===== src/rtl/dm_spi_bcast_engine.sv =====
// dm_spi_bcast_engine
//   N_CHAN SPI masters driven by one shared timing engine, so every channel shifts
//   a FRAME_BITS frame simultaneously to the same chip-select index (mode 0, MSB first).
//   The MSS programs the block over APB; TX staging is double-buffered, the last MISO
//   frame per channel is kept, and completed frames are counted.
//
//   Optional build macro: PPS_TRIGGER_EN adds a pps input that, once armed through
//   CTRL[2], launches a frame on its next rising edge.
//
// Ports
//   clk, rst              system clock, synchronous active-high reset
//   paddr..pwdata         APB slave request (byte address)
//   prdata, pready        APB response, pready a registered single-cycle pulse
//   sck, mosi, miso       per-channel SPI clock / data (all sck identical)
//   ncs                   active-low chip selects, channel c owns [c*NCS +: NCS]
//   pps                   (PPS_TRIGGER_EN only) external pulse-per-second
//   busy                  frame in progress
module dm_spi_bcast_engine #(
  parameter int unsigned N_CHAN     = 6,
  parameter int unsigned NCS        = 4,
  parameter int unsigned FRAME_BITS = 24,
  parameter int unsigned CLKDIV     = 4,
  parameter int unsigned ADDR_W     = 14
) (
  input  logic                  clk,
  input  logic                  rst,
  input  logic [ADDR_W-1:0]     paddr,
  input  logic                  psel,
  input  logic                  penable,
  input  logic                  pwrite,
  input  logic [31:0]           pwdata,
  output logic [31:0]           prdata,
  output logic                  pready,
  output logic [N_CHAN-1:0]     sck,
  output logic [N_CHAN-1:0]     mosi,
  input  logic [N_CHAN-1:0]     miso,
  output logic [N_CHAN*NCS-1:0] ncs,
`ifdef PPS_TRIGGER_EN
  input  logic                  pps,
`endif
  output logic                  busy
);

  localparam int unsigned DW = $clog2(CLKDIV);
  localparam int unsigned BW = $clog2(FRAME_BITS);

  typedef enum logic [2:0] {StIdle, StLoad, StLow, StHigh, StHold, StDone} state_e;

  state_e                state_q, state_d;
  logic [DW-1:0]         div_q, div_d;
  logic [BW-1:0]         bit_q, bit_d;
  logic [2:0]            cs_act_q, cs_act_d;
  logic [2:0]            cs_sel_q, cs_sel_d;
  logic                  ovr_q, ovr_d;
  logic [31:0]           fcnt_q, fcnt_d;
  logic                  pready_q, pready_d;
  logic [31:0]           prdata_q, prdata_d;
  logic [FRAME_BITS-1:0] tx_q [N_CHAN];
  logic [FRAME_BITS-1:0] tx_d [N_CHAN];
  logic [FRAME_BITS-1:0] sh_q [N_CHAN];
  logic [FRAME_BITS-1:0] sh_d [N_CHAN];
  logic [FRAME_BITS-1:0] rxs_q [N_CHAN];
  logic [FRAME_BITS-1:0] rxs_d [N_CHAN];
  logic [FRAME_BITS-1:0] rx_q [N_CHAN];
  logic [FRAME_BITS-1:0] rx_d [N_CHAN];

  // ---------------------------------------------------------------- APB decode
  logic       acc, wr_commit, aligned;
  logic       sel_ctrl, sel_fcnt, sel_tx, sel_rx;
  logic [3:0] chan_idx;
  logic [31:0] rd_val;

  assign acc       = psel & penable;
  // Writes land in the cycle pready is high, while the master still holds the request.
  assign wr_commit = acc & pwrite & pready_q;
  assign aligned   = (paddr[1:0] == 2'b00);
  assign chan_idx  = paddr[5:2];
  assign sel_ctrl  = aligned && (paddr[ADDR_W-1:2] == '0);
  assign sel_fcnt  = aligned && (paddr[ADDR_W-1:2] == (ADDR_W-2)'(1));
  assign sel_tx    = aligned && (paddr[ADDR_W-1:6] == (ADDR_W-6)'(1)) &&
                     ({1'b0, chan_idx} < 5'(N_CHAN));
  assign sel_rx    = aligned && (paddr[ADDR_W-1:6] == (ADDR_W-6)'(2)) &&
                     ({1'b0, chan_idx} < 5'(N_CHAN));

  logic frame_busy, wr_ctrl, go_req, go_ok, go_bad, cs_new_ok;
  assign frame_busy = (state_q != StIdle);
  assign wr_ctrl    = wr_commit & sel_ctrl;
  assign go_req     = wr_ctrl & pwdata[0];
  assign cs_new_ok  = ({1'b0, pwdata[10:8]} < 4'(NCS));
  assign go_ok      = go_req & ~frame_busy & cs_new_ok;
  assign go_bad     = go_req & ~go_ok;

  logic unused_pwdata;
  assign unused_pwdata = ^pwdata;

  // ---------------------------------------------------------------- PPS trigger
  logic armed, pps_start, pps_ovr;
`ifdef PPS_TRIGGER_EN
  logic [2:0] pps_sync_q;
  logic       pps_edge_q, pps_go_q, pps_go_d, armed_q, armed_d, cs_cur_ok;

  assign cs_cur_ok = ({1'b0, cs_sel_q} < 4'(NCS));
  assign armed     = armed_q;
  // A same-cycle software GO takes precedence over the pps launch.
  assign pps_start = pps_go_q & ~frame_busy & ~go_ok & cs_cur_ok;

  always_comb begin
    pps_go_d = 1'b0;
    pps_ovr  = 1'b0;
    armed_d  = armed_q;
    if (pps_edge_q && armed_q) begin
      if (frame_busy || !cs_cur_ok) pps_ovr = 1'b1;
      else                          pps_go_d = 1'b1;
    end
    if (pps_go_q && !pps_start) pps_ovr = 1'b1;
    if (pps_start) armed_d = 1'b0;
    if (wr_ctrl && pwdata[2]) armed_d = 1'b1;
  end

  // Two sync flops, one history flop, then the registered edge and launch pulse:
  // ncs drops 4 cycles after pps is first sampled high.
  always_ff @(posedge clk) begin
    if (rst) begin
      pps_sync_q <= '0;
      pps_edge_q <= 1'b0;
      pps_go_q   <= 1'b0;
      armed_q    <= 1'b0;
    end else begin
      pps_sync_q <= {pps_sync_q[1:0], pps};
      pps_edge_q <= pps_sync_q[1] & ~pps_sync_q[2];
      pps_go_q   <= pps_go_d;
      armed_q    <= armed_d;
    end
  end
`else
  assign armed     = 1'b0;
  assign pps_start = 1'b0;
  assign pps_ovr   = 1'b0;
`endif

  // ---------------------------------------------------------------- next state
  always_comb begin
    state_d  = state_q;
    div_d    = div_q;
    bit_d    = bit_q;
    cs_act_d = cs_act_q;
    cs_sel_d = cs_sel_q;
    ovr_d    = ovr_q;
    fcnt_d   = fcnt_q;
    tx_d     = tx_q;
    sh_d     = sh_q;
    rxs_d    = rxs_q;
    rx_d     = rx_q;

    if (wr_ctrl) cs_sel_d = pwdata[10:8];
    // Clear is applied before a rejected GO can set the flag again.
    if (wr_ctrl && pwdata[1]) ovr_d = 1'b0;
    if (go_bad || pps_ovr) ovr_d = 1'b1;

    for (int c = 0; c < N_CHAN; c++) begin
      if (wr_commit && sel_tx && (chan_idx == 4'(c))) tx_d[c] = pwdata[FRAME_BITS-1:0];
    end

    unique case (state_q)
      StIdle: begin
        if (go_ok) begin
          state_d  = StLoad;
          cs_act_d = pwdata[10:8];
        end else if (pps_start) begin
          state_d  = StLoad;
          cs_act_d = cs_sel_q;
        end
      end
      StLoad: begin
        state_d = StLow;
        div_d   = '0;
        bit_d   = '0;
        sh_d    = tx_q;
      end
      StLow: begin
        if (div_q == DW'(CLKDIV - 1)) begin
          div_d   = '0;
          state_d = StHigh;
        end else begin
          div_d = div_q + 1'b1;
        end
      end
      StHigh: begin
        if (div_q == '0) begin
          for (int c = 0; c < N_CHAN; c++) begin
            rxs_d[c] = {rxs_q[c][FRAME_BITS-2:0], miso[c]};
          end
        end
        if (div_q == DW'(CLKDIV - 1)) begin
          div_d = '0;
          for (int c = 0; c < N_CHAN; c++) sh_d[c] = sh_q[c] << 1;
          if (bit_q == BW'(FRAME_BITS - 1)) begin
            state_d = StHold;
          end else begin
            bit_d   = bit_q + 1'b1;
            state_d = StLow;
          end
        end else begin
          div_d = div_q + 1'b1;
        end
      end
      StHold: begin
        if (div_q == DW'(CLKDIV - 1)) begin
          div_d   = '0;
          state_d = StDone;
        end else begin
          div_d = div_q + 1'b1;
        end
      end
      StDone: begin
        state_d = StIdle;
        rx_d    = rxs_q;
        fcnt_d  = fcnt_q + 32'd1;
      end
      default: state_d = StIdle;
    endcase
  end

  // ---------------------------------------------------------------- read mux
  always_comb begin
    rd_val = '0;
    if (sel_ctrl) begin
      rd_val[0]    = frame_busy;
      rd_val[1]    = ovr_q;
      rd_val[2]    = armed;
      rd_val[10:8] = cs_sel_q;
    end
    if (sel_fcnt) rd_val = fcnt_q;
    for (int c = 0; c < N_CHAN; c++) begin
      if (sel_tx && (chan_idx == 4'(c))) rd_val[FRAME_BITS-1:0] = tx_q[c];
      if (sel_rx && (chan_idx == 4'(c))) rd_val[FRAME_BITS-1:0] = rx_q[c];
    end
  end

  assign pready_d = acc & ~pready_q;
  assign prdata_d = (acc && !pready_q && !pwrite) ? rd_val : '0;

  // ---------------------------------------------------------------- registers
  always_ff @(posedge clk) begin
    if (rst) begin
      state_q  <= StIdle;
      div_q    <= '0;
      bit_q    <= '0;
      cs_act_q <= '0;
      cs_sel_q <= '0;
      ovr_q    <= 1'b0;
      fcnt_q   <= '0;
      pready_q <= 1'b0;
      prdata_q <= '0;
      for (int c = 0; c < N_CHAN; c++) begin
        tx_q[c]  <= '0;
        sh_q[c]  <= '0;
        rxs_q[c] <= '0;
        rx_q[c]  <= '0;
      end
    end else begin
      state_q  <= state_d;
      div_q    <= div_d;
      bit_q    <= bit_d;
      cs_act_q <= cs_act_d;
      cs_sel_q <= cs_sel_d;
      ovr_q    <= ovr_d;
      fcnt_q   <= fcnt_d;
      pready_q <= pready_d;
      prdata_q <= prdata_d;
      tx_q     <= tx_d;
      sh_q     <= sh_d;
      rxs_q    <= rxs_d;
      rx_q     <= rx_d;
    end
  end

  // ---------------------------------------------------------------- outputs
  always_comb begin
    sck  = {N_CHAN{state_q == StHigh}};
    mosi = '0;
    ncs  = '1;
    for (int c = 0; c < N_CHAN; c++) begin
      if (state_q == StLoad)                          mosi[c] = tx_q[c][FRAME_BITS-1];
      else if (state_q == StLow || state_q == StHigh) mosi[c] = sh_q[c][FRAME_BITS-1];
    end
    if (state_q inside {StLoad, StLow, StHigh, StHold}) begin
      for (int c = 0; c < N_CHAN; c++) begin
        for (int k = 0; k < NCS; k++) begin
          if (cs_act_q == 3'(k)) ncs[c*NCS + k] = 1'b0;
        end
      end
    end
  end

  assign busy   = frame_busy;
  assign pready = pready_q;
  assign prdata = prdata_q;

endmodule


===== config.mk =====
export PLATFORM = sky130hd
export DESIGN_NAME = dm_spi_bcast_engine
export DESIGN_NICKNAME = d
export VERILOG_FILES = /design/src/rtl/dm_spi_bcast_engine.sv
export SDC_FILE = /design/constraint.sdc
export NUM_CORES = 1
export LEC_CHECK = 0
export CAP_MARGIN = 40
export CORE_MARGIN = 4
export CORE_UTILIZATION = 45
export DETAILED_ROUTE_END_ITERATION = 7
export HOLD_SLACK_MARGIN = 0.12
export PLACE_DENSITY = 0.66
export SLEW_MARGIN = 20
export SYNTH_ARGS = -nofsm -noshare
export SYNTH_HDL_FRONTEND = slang
export SYNTH_SLANG_ARGS = --single-unit
export TNS_END_PERCENT = 1

===== constraint.sdc =====
create_clock -name clk -period 3.3 [get_ports clk]
set_clock_uncertainty 0.1 [all_clocks]
set_input_delay 0.66 -clock clk [delete_from_list [all_inputs] [get_ports clk]]
set_output_delay 0.66 -clock clk [all_outputs]
set_load 0.1 [all_outputs]

==> results.yml, run 1 <==
pwr:
  sw_frac_of_total_pct: 22.0
  switching_power_w: 0.00361
  p_leak_nw: 10.3
  intPower_w: 0.0128
  p_seq_share_pct: 48.4
  ir_drop_mv: 0.317
  finalPower_w: 0.0164
  power_frac_comb_pct: 2.9
  cellPowerDensity_nw_per_um2: 506
  pwr-share-clk_pct: 48.7
global_routing:
  grt_pass1_vias: 22500
  gr-usage-all-layers_pct: 27.2
  grt_max_degree: 247
  antenna_found_initial: 2
  grt_pass1_wl_um: 136000
  gr-total-overflow: 0
sta:
  fin_ws_ns: 0.144
  setup_viol: 0
  slew_headroom_pct: 25.6
  rsz0062_at_grt: "no"
  period_share_pct: 95.6
  post-route-min-period_ns: 3.16
  final_max_slew_viol_count: 0
  max_freq_ghz: 0.317
  tightest_slew_ns: 1.12
  hold_viol: 0
  fin_tns_setup_ns: 0
logic_synthesis:
  synth_top_area_cell: "dfxtp_1"
  ys_top_cells_by_area: "dfxtp_1, nand2_1, a21oi_1, a311oi_1, nor2_1"
  seq_area_frac_synth_pct: 48.5
  synth_edf_count: 0
  yosysTopAreaCellShare_pct: 48.5
  synth_ff_type: "dfxtp_1"
  synth_area_per_cell_um2: 7.58
  synth_area_um2: 27200
  synth_cells: 3582
  ys_types: 74
  synth_nets: 3643
  synthArstFlopShare_pct: 0
  ys_seq_elements: 658
  yosys_warnings: 0
floorplanning:
  start_util_pct: 45.8
  die_x_um: 254
  io_pins: 127
  die-height_um: 254
  num_rows: 89
  core_um2: 59400
  dieArea_um2: 64400
final_layout:
  final_layout_size_suffix_gt1_share_pct: 11.0
  area_growth_pct: 19.4
  fin_util_pct: 54.6
  diodes: 0
  final_nets: 3691
detailed_routing:
  num_vias: 25400
  drt-wirelength-per-cell_um: 20.4
  routed_wl_um: 90900
  first_pass_iters: 8
  ant_nets: 0
  via_per_inst: 5.70
  drc: 0
  drt_iter0_markers: 2788
setup_path:
  cp-end-kind: "output pin"
  crit_chain: "or3_2, nand3b_1, or3_2, buf_12"
  path_common_cell: "or3_2"
  cp-startpoint: "state_q[1]$_SDFFE_PP0P_"
  worstPathRequired_ns: 2.54
  worstPathArrival_ns: 2.40
  r2r_cells: 6
  crit_path_start_kind: "flop"
  r2r_start: "state_q[0]$_SDFFE_PP0P_"
  r2r-end: "sh_q[45]$_SDFFE_PP0P_"
  max_stage_delay_ns: 0.61
  critPathSlowestCell: "dfxtp_1"
  worst-setup-path-type: "flop to output pin"
  reg2reg_setup_slack_ns: 0.68
  cp_max_fo: 9
  crit_end: "ncs[4]"
cts:
  htreeDepth: 3
  cts_tree: "yes"
  clock_sinks: 658
  postCtsSetupBuffers: 0
  hold_buffers: 0
  cts_buffers: 71
  clock_latency_ns: 0.62
  cts_resized: 0
  clk_pin_slew_ns: 0.06
  clockBufferDepth: 3
  cts_root_buf: "clkbuf_16"
placement:
  preCtsSetupSlack_ns: -0.0587
  dp_hpwl_um: 62900
  port_buffers: 118
  gp_congestion: 0.994
job:
  maxCapViolCount: 0
worst_hold_path:
  hold_class: "input port to flop"
outcome:
  outcome: "completed"
==> metrics by stage <==
stage,cells,hold WS [ns],instance area (µm²)
5_1_grt,4457,0.357,32400
2_1_floorplan,3582,0.325,27200
3_5_place_dp,4330,0.344,30000
6_report,4457,0.346,32400
4_1_cts,4457,0.324,32400
3_3_place_gp,4327,0.339,30000
==> power by group through the flow <==
stage	Combinational (W)	Clock (W)	Sequential (W)
finish	0.000473	0.00799	0.00794
global route	0.000493	0.00844	0.00794
CTS	0.000464	0.00811	0.00794
detailed placement	0.000463	0	0.00812
global placement	0.000467	0	0.00812
floorplan	0.000212	0	0.00812
==> cell usage in the layout, fill, tap and decap left out, drive strengths merged, types with 5 or more instances in the layout <==
| cell type | netlist | layout |
|---|---|---|
| a21oi | 517 | 517 |
| a32oi | 5 | 5 |
| a31oi | 14 | 14 |
| and3 | 7 | 7 |
| nand2b | 5 | 5 |
| o21ai | 60 | 60 |
| nand4 | 11 | 11 |
| clkinv | 0 | 12 |
| clkbuf | 251 | 107 |
| nor4 | 9 | 9 |
| xor2 | 21 | 21 |
| xnor2 | 7 | 7 |
| inv | 10 | 15 |
| a22oi | 65 | 65 |
| nor2b | 7 | 7 |
| and2 | 13 | 13 |
| or3 | 16 | 16 |
| o221ai | 27 | 27 |
| buf | 70 | 249 |
| dfxtp | 658 | 658 |
| clkdlybuf4s50 | 0 | 47 |
| nand3 | 31 | 31 |
| nor3 | 19 | 19 |
| o22ai | 33 | 33 |
| a311oi | 138 | 138 |
| nor2 | 260 | 260 |
| mux2i | 14 | 14 |
| nand2 | 1241 | 1241 |
==> worst max-delay path: cells and delay by family (launching register included) <==
family                 cells  cell delay [ns]
DFF                        1             0.61
and+or+nand+nor            3             0.95
buffers and inverters      1             0.24
==> final cells by class <==
| cell class | count | area (µm²) |
|---|---|---|
| Clock buffer | 107 | 2190 |
| Tap cell | 773 | 967 |
| Timing Repair Buffer | 296 | 3150 |
| Multi-Input combinational cell | 2593 | 12700 |
| Fill cell | 5606 | 26900 |
| Sequential cell | 658 | 13200 |
| Inverter | 10 | 40.0 |
| Clock inverter | 20 | 186 |
==> state kept, by name, summed over array words and instances, names as in the netlist <==
register and flops:
cs_act_q 3, sh_q 144, pready 1, rxs_q 144
ovr_q 1, tx_q 144, state_q 3, div_q 2
prdata 32, cs_sel_q 3, fcnt_q 32, bit_q 5
rx_q 144
==> cells by family after synthesis <==
| family | after synthesis | synth area share (%) |
|---|---|---|
| xor+xnor | 28 | 0.903 |
| buf+inv | 331 | 5.07 |
| compound gates | 905 | 20.5 |
| mux | 16 | 0.599 |
| simple gates | 1640 | 24.2 |
| flops | 658 | 48.5 |
| fa+ha+maj | 4 | 0.184 |
==> synthesized netlist by cell type (9+ instances only) <==
master    count
o21ai_0      58
a31oi_1      14
nor3_1       17
clkbuf_1    251
dfxtp_1     658
a22oi_1      65
mux2i_1      14
and2_1       12
o221ai_1     27
nand4_1      10
o22ai_1      33
buf_4        26
a311oi_1    138
nand3_1      29
nor2_1      259
a21oi_1     517
xor2_1       21
or3_1        16
buf_1        15
inv_1         9
nand2_1    1241
buf_2        29
==> worst min path at each step <==
stage                            from                     end  slack [ns]  cells after the start
3_5_place_dp   rxs_q[47]$_SDFFE_PP0P_   rx_q[47]$_SDFFE_PP0N_        0.34                      2
2_1_floorplan    rx_q[9]$_SDFFE_PP0N_    prdata[9]$_SDFF_PP0_        0.32                      2
3_3_place_gp   rxs_q[95]$_SDFFE_PP0P_   rx_q[95]$_SDFFE_PP0N_        0.34                      2
6_report                          rst  rxs_q[44]$_SDFFE_PP0P_        0.35                      2
4_1_cts                           rst  rxs_q[48]$_SDFFE_PP0P_        0.32                      2
5_1_grt        rxs_q[95]$_SDFFE_PP0P_   rx_q[95]$_SDFFE_PP0N_        0.36                      2
==> metal layers <==
metal	part of all wire, %	vias to the layer above	global-route usage [%]	wire length, µm
li1	-	12300	-	-
met1	45	12000	39.9	40600
met2	43	977	40.2	38800
met3	9.5	161	5.66	8670
met4	3.2	2	8.87	2890
met5	0.012	-	0	11
(Power assumes the default switching activity.)
==> run 2, diff against run 1 <==
Settings changed: HOLD_SLACK_MARGIN 0.12 to 0.08.
==> results of run 2 <==
No change in the layout: final DEF, timing and power equal those of run 1.
